==> config.mk <==
export PLATFORM = sky130hd
export DESIGN_NAME = instr_encoder
export DESIGN_NICKNAME = d
export VERILOG_FILES = /design/src/rtl/instr_pkg.sv /design/src/rtl/instr_word_enc.sv /design/src/rtl/instr_encoder.sv
export SDC_FILE = /design/constraint.sdc
export NUM_CORES = 1
export LEC_CHECK = 0
export CORE_MARGIN = 1
export CORE_UTILIZATION = 47
export CTS_CLUSTER_DIAMETER = 60
export CTS_CLUSTER_SIZE = 28
export DETAILED_ROUTE_END_ITERATION = 16
export PLACE_DENSITY = 0.95
export SKIP_CTS_REPAIR_TIMING = 1
export SYNTH_ARGS = -nofsm -noshare
export SYNTH_HDL_FRONTEND = slang
export SYNTH_HIERARCHICAL = 1
export SYNTH_SLANG_ARGS = --single-unit
export TNS_END_PERCENT = 1
==> constraint.sdc <==
create_clock -name clk_i -period 3.1 [get_ports clk_i]
set_clock_uncertainty 0.05 [all_clocks]
set_input_delay 0.62 -clock clk_i [delete_from_list [all_inputs] [get_ports clk_i]]
set_output_delay 0.62 -clock clk_i [all_outputs]
set_load 0.01 [all_outputs]
==> src/rtl/instr_pkg.sv <==
// Shared MIPS-subset definitions for the program loader, main decoder and ALU control.
// Kind codes, primary opcodes, R-type funct values and the loader FSM states.
package instr_pkg;

    typedef enum logic [3:0] {
        KIND_ADD  = 4'd0,
        KIND_SUB  = 4'd1,
        KIND_AND  = 4'd2,
        KIND_OR   = 4'd3,
        KIND_SLT  = 4'd4,
        KIND_ADDI = 4'd5,
        KIND_ANDI = 4'd6,
        KIND_SLTI = 4'd7,
        KIND_LW   = 4'd8,
        KIND_SW   = 4'd9,
        KIND_BEQ  = 4'd10
    } kind_e;

    localparam logic [5:0] OP_RTYPE = 6'b000000;
    localparam logic [5:0] OP_ADDI  = 6'b001000;
    localparam logic [5:0] OP_ANDI  = 6'b001100;
    localparam logic [5:0] OP_SLTI  = 6'b001010;
    localparam logic [5:0] OP_LW    = 6'b100011;
    localparam logic [5:0] OP_SW    = 6'b101011;
    localparam logic [5:0] OP_BEQ   = 6'b000100;

    localparam logic [5:0] FN_ADD = 6'b100000;
    localparam logic [5:0] FN_SUB = 6'b100010;
    localparam logic [5:0] FN_AND = 6'b100100;
    localparam logic [5:0] FN_OR  = 6'b100101;
    localparam logic [5:0] FN_SLT = 6'b101010;

    typedef enum logic [1:0] {
        ST_IDLE  = 2'd0,
        ST_WRITE = 2'd1,
        ST_FULL  = 2'd2
    } enc_state_e;

    function automatic logic [31:0] r_word(input logic [4:0] rs, input logic [4:0] rt,
                                           input logic [4:0] rd, input logic [5:0] funct);
        return {OP_RTYPE, rs, rt, rd, 5'b00000, funct};
    endfunction

    function automatic logic [31:0] i_word(input logic [5:0] op, input logic [4:0] rs,
                                           input logic [4:0] rt, input logic [15:0] imm);
        return {op, rs, rt, imm};
    endfunction

endpackage

==> src/rtl/instr_word_enc.sv <==
// Combinational encoder: one symbolic request in, one 32-bit MIPS word plus legality flag out.
module instr_word_enc
    import instr_pkg::*;
(
    input  logic [3:0]  i_kind,
    input  logic [4:0]  i_rs,
    input  logic [4:0]  i_rt,
    input  logic [4:0]  i_rd,
    input  logic [15:0] i_imm,
    output logic [31:0] o_word,
    output logic        o_legal
);

    always_comb begin
        // NOTE: every output gets a default before the case so no path can infer a latch.
        o_word  = '0;
        o_legal = 1'b1;
        case (i_kind)
            KIND_ADD:  o_word = r_word(i_rs, i_rt, i_rd, FN_ADD);
            KIND_SUB:  o_word = r_word(i_rs, i_rt, i_rd, FN_SUB);
            KIND_AND:  o_word = r_word(i_rs, i_rt, i_rd, FN_AND);
            KIND_OR:   o_word = r_word(i_rs, i_rt, i_rd, FN_OR);
            KIND_SLT:  o_word = r_word(i_rs, i_rt, i_rd, FN_SLT);
            KIND_ADDI: o_word = i_word(OP_ADDI, i_rs, i_rt, i_imm);
            KIND_ANDI: o_word = i_word(OP_ANDI, i_rs, i_rt, i_imm);
            KIND_SLTI: o_word = i_word(OP_SLTI, i_rs, i_rt, i_imm);
            KIND_LW:   o_word = i_word(OP_LW, i_rs, i_rt, i_imm);
            KIND_SW:   o_word = i_word(OP_SW, i_rs, i_rt, i_imm);
            KIND_BEQ:  o_word = i_word(OP_BEQ, i_rs, i_rt, i_imm);
            default:   o_legal = 1'b0;
        endcase
    end

endmodule

==> src/rtl/instr_encoder.sv <==
// Program loader: encodes accepted requests and writes them to consecutive instruction-memory
// words, one write per cycle when memory is ready, stopping once DEPTH words are written.
module instr_encoder
    import instr_pkg::*;
#(
    parameter  int DEPTH = 256,
    localparam int CNT_W = $clog2(DEPTH) + 1
) (
    input  logic             clk_i,
    input  logic             rst_i,
    input  logic             clear_i,
    input  logic             req_valid_i,
    output logic             req_ready_o,
    input  logic [3:0]       req_kind_i,
    input  logic [4:0]       req_rs_i,
    input  logic [4:0]       req_rt_i,
    input  logic [4:0]       req_rd_i,
    input  logic [15:0]      req_imm_i,
    output logic             im_we_o,
    output logic [31:0]      im_addr_o,
    output logic [31:0]      im_data_o,
    input  logic             im_ready_i,
    output logic [CNT_W-1:0] word_cnt_o,
    output logic             full_o,
    output logic             err_illegal_o
);

    localparam logic [CNT_W-1:0] DEPTH_C = CNT_W'(DEPTH);

    enc_state_e       r_state, w_state_nxt;
    logic [CNT_W-1:0] r_cnt, w_cnt_nxt, w_cnt_inc;
    logic [31:0]      r_data, w_data_nxt, w_word;
    logic             r_err, w_err_nxt;
    logic             w_legal, w_done, w_accept;

    instr_word_enc u_enc (
        .i_kind  (req_kind_i),
        .i_rs    (req_rs_i),
        .i_rt    (req_rt_i),
        .i_rd    (req_rd_i),
        .i_imm   (req_imm_i),
        .o_word  (w_word),
        .o_legal (w_legal)
    );

    assign w_cnt_inc = r_cnt + CNT_W'(1);
    assign w_done    = (r_state == ST_WRITE) && im_ready_i;

    // A completing write frees the data register in the same cycle, unless it was the last slot.
    assign req_ready_o = !rst_i && !clear_i &&
                         ((r_state == ST_IDLE) || (w_done && (w_cnt_inc < DEPTH_C)));
    assign w_accept    = req_valid_i && req_ready_o;

    always_comb begin
        w_state_nxt = r_state;
        w_cnt_nxt   = r_cnt;
        w_data_nxt  = r_data;
        w_err_nxt   = r_err || (w_accept && !w_legal);
        case (r_state)
            ST_IDLE: begin
                if (w_accept && w_legal) begin
                    w_state_nxt = ST_WRITE;
                    w_data_nxt  = w_word;
                end
            end
            ST_WRITE: begin
                if (w_done) begin
                    w_cnt_nxt = w_cnt_inc;
                    if (w_cnt_inc == DEPTH_C) begin
                        w_state_nxt = ST_FULL;
                    end else if (w_accept && w_legal) begin
                        w_state_nxt = ST_WRITE;
                        w_data_nxt  = w_word;
                    end else begin
                        w_state_nxt = ST_IDLE;
                    end
                end
            end
            ST_FULL: w_state_nxt = ST_FULL;
            default: w_state_nxt = ST_IDLE;
        endcase
    end

    // Clear behaves exactly like reset; a pending write is simply dropped.
    always_ff @(posedge clk_i) begin
        // NOTE: sequential state uses non-blocking assignments so every register samples pre-edge values.
        if (rst_i || clear_i) begin
            r_state <= ST_IDLE;
            r_cnt   <= '0;
            r_data  <= '0;
            r_err   <= 1'b0;
        end else begin
            r_state <= w_state_nxt;
            r_cnt   <= w_cnt_nxt;
            r_data  <= w_data_nxt;
            r_err   <= w_err_nxt;
        end
    end

    assign im_we_o       = (r_state == ST_WRITE);
    assign im_addr_o     = 32'({r_cnt, 2'b00});
    assign im_data_o     = r_data;
    assign word_cnt_o    = r_cnt;
    assign full_o        = (r_cnt == DEPTH_C);
    assign err_illegal_o = r_err;

endmodule

==> flow_metrics.env, run 1 <==
export IMPL_final_nets=483
export IMPL_worst_setup_path_end_kind="primary output"
export IMPL_wl_per_cell_um=12.79
export IMPL_ys_flop_type="dfxtp_1"
export IMPL_criticalPathCategory="input pin to primary output"
export IMPL_syn_avg_cell_area_um2=8.175
export IMPL_path_clk_slew_ps=80
export IMPL_grt_max_degree=28
export IMPL_cp_arrival_ps=2100
export IMPL_routabilityCongestion=0.9030
export IMPL_holdCritPathClass="flip-flop to flip-flop"
export IMPL_firstDrtPassIters=6
export IMPL_crit_required_ps=2430
export IMPL_p_leak_nw=1.699
export IMPL_dpl_hpwl_mm=5.158
export IMPL_drcViolationCount=0
export IMPL_crit_path_cell_trace="clkdlybuf4s50_1 -> or3b_4 -> nor4_4 -> or3_1 -> dlymetal6s2s_1"
export IMPL_cp_start_kind="input pin"
export IMPL_drv_slew=0
export IMPL_critical_path_max_fanout=4
export IMPL_irDropWorstVdd_mv=0.1818
export IMPL_clk_latency_ps=290
export IMPL_area_delta_synth_final_pct=32.42
export IMPL_grt_pass1_vias=2358
export IMPL_cts_num_sinks=44
export IMPL_finalSetupViolations=0
export IMPL_grt_pass1_wl_mm=10.56
export IMPL_synth_top_cell_area_share=0.3027
export IMPL_ys_types=56
export IMPL_synth_area_leader_cell="dfxtp_1"
export IMPL_timing_reg2reg_worst_path_depth=6
export IMPL_yosysSeqAreaShare=0.3027
export IMPL_critPathBufInv=2
export IMPL_slowest_delay_ps=460
export IMPL_tritoncts="built"
export IMPL_max_freq_mhz=361.5
export IMPL_viasPerCell=5.017
export IMPL_finalHoldViolations=0
export IMPL_yosys_top_cells_count="nand2_1 (47), dfxtp_1 (44), inv_1 (40)"
export IMPL_synth_area_top_cells="dfxtp_1 (30%), mux2i_1 (11%), buf_4 (9.5%)"
export IMPL_die_x_um=80.69
export IMPL_h_tree_depth=2
export IMPL_cts_path_max_buffers=2
export IMPL_overflow=0
export IMPL_ioPinCount=117
export IMPL_port_buffers=93
export IMPL_cap_violations=0
export IMPL_root_buffer="clkbuf_8"
export IMPL_layout_min_cycle_time_ps=2767
export IMPL_min_period_over_period=0.8925
export IMPL_pwr_density_cell_mw_per_mm2=307.4
export IMPL_worstSetupStartpoint="clear_i"
export IMPL_core_rowCount=28
export IMPL_grt_use_total=0.2081
export IMPL_antenna_found_initial=0
export IMPL_crit_path_end="req_ready_o"
export IMPL_crit_family="simple AND/OR/NAND/NOR gates"
export IMPL_drive_gt1_frac=0.08371
export IMPL_die_area_mm2=0.006511
export IMPL_vias=2594
export IMPL_async_flop_share=0
export IMPL_antenna_left=0
export IMPL_numCtsBuffers=5
export IMPL_syn_area_mm2=0.002910
export IMPL_synth_cells=356
export IMPL_ys_warn_count=6
export IMPL_ys_ff_latch=44
export IMPL_final_util=0.6471
export IMPL_drt_wl_total_mm=6.614
export IMPL_synth_edf_count=0
export IMPL_drt_iter0_drc=63
export IMPL_status="finished, final reports clean"
export IMPL_r2r_start="word_cnt_o[0]"
export IMPL_fin_tns_setup_ps=0
export IMPL_antenna_cells=0
export IMPL_r2r_slack_ps=850
export IMPL_start_util=0.4887
export IMPL_cp_depth=5
export IMPL_reg2reg_to="im_data_o[17]"
export IMPL_crit_slowest_cell="clkdlybuf4s50_1"
export IMPL_rsz0062_at_grt="no"
export IMPL_yosysMostFrequentCell="nand2_1"
export IMPL_core_area_mm2=0.005956
export IMPL_fp_dieH_um=80.69
[registers in the layout, summed over array words and instances, names as in the netlist]
name	flops
im_data_o	32
word_cnt_o	9
r_state	2
err_illegal_o	1
[power by group]
part           total, mW  switching, mW  internal, mW
logic              0.234          0.113         0.120
registers          0.580        0.00528         0.575
clock network      0.370          0.188         0.182
total               1.18          0.307         0.878
[through the flow]
stage / setup WS [ps] / hold WS (ps) / instance area (um2) / instances / power [mW]
after floorplan: 792.3 / 415.9 / 2993 / 378 / 0.7466
after global placement: 94.45 / 390.7 / 3751 / 508 / 0.8187
after detailed placement: 36.38 / 397.5 / 3751 / 508 / 0.8269
after CTS: 30.09 / 409.4 / 3841 / 516 / 1.198
after global routing: 246.1 / 428.6 / 3854 / 517 / 1.245
final: 333.4 / 402.4 / 3854 / 517 / 1.185
[cell usage in the layout (no fill, tap or decap), drive strengths merged, types with 14 or more instances in the layout]
master / instances
conb: 24
nand2: 47
dfxtp: 44
and2: 17
buf: 17
mux2i: 32
clkdlybuf4s50: 92
inv: 40
nor2: 14
[worst min path at each step]
stage                              from       endpoint  slack, ps  cells after the start
after floorplan           err_illegal_o  err_illegal_o        420                      2
after global placement    err_illegal_o  err_illegal_o        390                      2
after detailed placement  err_illegal_o  err_illegal_o        400                      2
after CTS                 err_illegal_o  err_illegal_o        410                      2
after global routing      im_data_o[25]  im_data_o[25]        430                      2
final                     err_illegal_o  err_illegal_o        400                      2
[routing by layer]
metal  vias up  wire (um)  part of all wire  GRT usage
met2       110       3390              0.51     0.3805
met4         0        144             0.022    0.07500
li1       1286          -                 -          -
met3        15        411             0.062    0.04318
met5         -          0                 0          0
met1      1183       2667              0.40     0.2351
[tightest hold or removal path, delay by kind of cell, from the launching register on]
family	cells	cell delay [ps]
buffers and inverters	1	40
flip-flops	1	320
AO/OA/AOI/OAI	1	50
[kinds of logic (layout without fill, tap and decap cells)]
family / after synthesis / in the layout / share of synthesized area
other: 2 / 24 / 0.002580
AOI/OAI and AO/OA: 53 / 53 / 0.1371
muxes: 34 / 34 / 0.1191
xor gates and xnor gates: 7 / 7 / 0.02107
adders and majority gates: 2 / 2 / 0.008597
DFF: 44 / 44 / 0.3027
buffers and inverters: 94 / 158 / 0.1853
and+or+nand+nor: 120 / 120 / 0.2236
[cell type report]
cell class	count	area [um2]
Inverter	40	150.1
Sequential cell	44	880.8
Timing Repair Buffer	110	1061
Tap cell	75	93.84
Multi-Input combinational cell	240	1578
Fill cell	536	2102
Clock buffer	8	90.09
No activity file was read; power rests on OpenSTA's default activity.
==> run 2: changes to the inputs <==
- CELL_PAD_IN_SITES_DETAIL_PLACEMENT: unset -> 1
- CELL_PAD_IN_SITES_GLOBAL_PLACEMENT: unset -> 1
- CORE_UTILIZATION: 47 -> 34
==> flow_metrics.env, run 2 (synthesis gave the netlist of run 1 again) <==
export IMPL_status="finished, final reports clean"
export IMPL_cp_arrival_ps=2380
export IMPL_fin_ws_ps=53.86
export IMPL_cap_violations=0
export IMPL_p_leak_nw=1.680
export IMPL_path_clk_slew_ps=80
export IMPL_largest_reg_flops=32
export IMPL_finalHoldViolations=0
export IMPL_drt_wl_total_mm=7.623
export IMPL_die_x_um=94.52
export IMPL_routabilityCongestion=0.8142
export IMPL_pre_cts_ws_ps=51.56
export IMPL_worstSetupStartpoint="clear_i"
export IMPL_start_util=0.3524
export IMPL_mostFrequentLayoutCells="clkdlybuf4s50_1 (93), nand2_1 (47), dfxtp_1 (44)"
export IMPL_root_buffer="clkbuf_8"
export IMPL_cp_start_kind="input pin"
export IMPL_worstHoldStart="im_data_o[15]"
export IMPL_h_tree_depth=2
export IMPL_final_nets=482
export IMPL_crit_family="buffers and inverters"
export IMPL_dp_cells=538
export IMPL_drcViolationCount=0
export IMPL_drv_slew=0
export IMPL_drive_gt1_frac=0.08844
export IMPL_grt_pass1_vias=2557
export IMPL_crit_required_ps=2430
export IMPL_pwr_density_cell_mw_per_mm2=307.0
export IMPL_core_area_mm2=0.008258
export IMPL_instances_no_fill=546
export IMPL_fin_tns_setup_ps=0
export IMPL_total_power_mw=1.198
export IMPL_tightestPinTransition_ps=529.5
export IMPL_grt_use_total=0.1707
export IMPL_finalSetupViolations=0
export IMPL_drt_iter0_drc=58
export IMPL_worst_setup_path_end_kind="primary output"
export IMPL_criticalPathCategory="input pin to primary output"
export IMPL_cpMostUsedCell="clkdlybuf4s50_1"
export IMPL_min_period_over_period=0.9826
export IMPL_layout_commonest_cell="clkdlybuf4s50_1"
export IMPL_cts_num_sinks=44
export IMPL_core_rowCount=33
export IMPL_critPathBufInv=2
export IMPL_holdCritPathClass="flip-flop to flip-flop"
export IMPL_antenna_cells=0
export IMPL_dpl_hpwl_mm=5.911
export IMPL_numCtsBuffers=5
export IMPL_slowest_delay_ps=520
export IMPL_cts_path_max_buffers=2
export IMPL_max_freq_mhz=328.3
export IMPL_grt_max_degree=34
export IMPL_die_area_mm2=0.008934
export IMPL_tritoncts="built"
export IMPL_layout_min_cycle_time_ps=3046
export IMPL_port_buffers=93
export IMPL_r2r_start="word_cnt_o[0]"
export IMPL_hold_slack_ps=411.4
export IMPL_antenna_left=0
export IMPL_ioPinCount=117
export IMPL_grt_pass1_wl_mm=12.03
export IMPL_wl_per_cell_um=13.96
export IMPL_max_slew_margin=0.6433
export IMPL_antenna_found_initial=0
export IMPL_firstDrtPassIters=5
export IMPL_irDropWorstVdd_mv=0.1404
export IMPL_viasPerCell=4.797
export IMPL_vias=2619
export IMPL_critical_path_max_fanout=4
export IMPL_overflow=0
export IMPL_clk_latency_ps=290
export IMPL_area_delta_synth_final_pct=34.14
export IMPL_crit_path_cell_trace="clkdlybuf4s50_1 -> or3b_4 -> nor4_4 -> or3_1 -> clkdlybuf4s50_1"
export IMPL_fp_dieH_um=94.52
export IMPL_crit_slowest_cell="clkdlybuf4s50_1"
## run 2: cell count changes in the layout (fill, tap and decap cells not counted), sizes merged
cell,delta
dlymetal6s2s,-1
clkdlybuf4s50,+1
clkbuf,-2
clkinvlp,+2
buf,-1
## run 2: area by class of cell
cell class                 count  area, um2
multi-input combinational    240       1580
tap                          105      131.4
clock buffer                   6      82.58
inverter                      40      150.1
timing repair buffer         109       1064
sequential                    44      880.8
fill                        1012       4354
clock inverter                 2      15.01
## run 2: routing by layer
metal / GRT usage / vias up / wire length [um]
li1: - / 1285 / -
met5: 0 / - / 0
met4: 0.04293 / 0 / 44
met3: 0.02496 / 4 / 300
met2: 0.3176 / 77 / 3997
met1: 0.2035 / 1253 / 3281
## run 2: worst register-to-register path, cell delays in order (launching register included)
cell      delay (ps)
dfxtp_1          350
ha_2             280
nand4_4          170
o211a_4          310
o311ai_4         350
buf_4            290
mux2i_1          230
## run 2: metrics by stage
step / util / area (um2)
2_1_floorplan: - / 2993
3_3_place_gp: 0.4603 / 3801
3_5_place_dp: 0.4603 / 3801
4_1_cts: 0.4721 / 3899
5_1_grt: 0.4727 / 3904
6_report: 0.4727 / 3904
## run 2: worst paths after layout
| path | endpoint | slack [ps] | cells past startpoint |
|---|---|---|---|
| setup reg to reg | im_data_o[5] | 1000 | 6 |
| hold reg to reg | im_data_o[15] | 410 | 2 |
| hold / removal | im_data_o[15] | 410 | 2 |
| setup / recovery | req_ready_o | 50 | 5 |
## run 2: power breakdown
part / internal, mW / switching, mW / leakage [nW]
combinational: 0.122 / 0.116 / 1.28
clock: 0.181 / 0.199 / 0.0434
sequential: 0.575 / 0.00552 / 0.356
total: 0.877 / 0.321 / 1.68
==> run 3: changes to the inputs <==
- SKIP_LAST_GASP: unset -> 1
==> results of run 3 <==
Same layout as run 2: the final DEF is identical, and so are final timing and power.
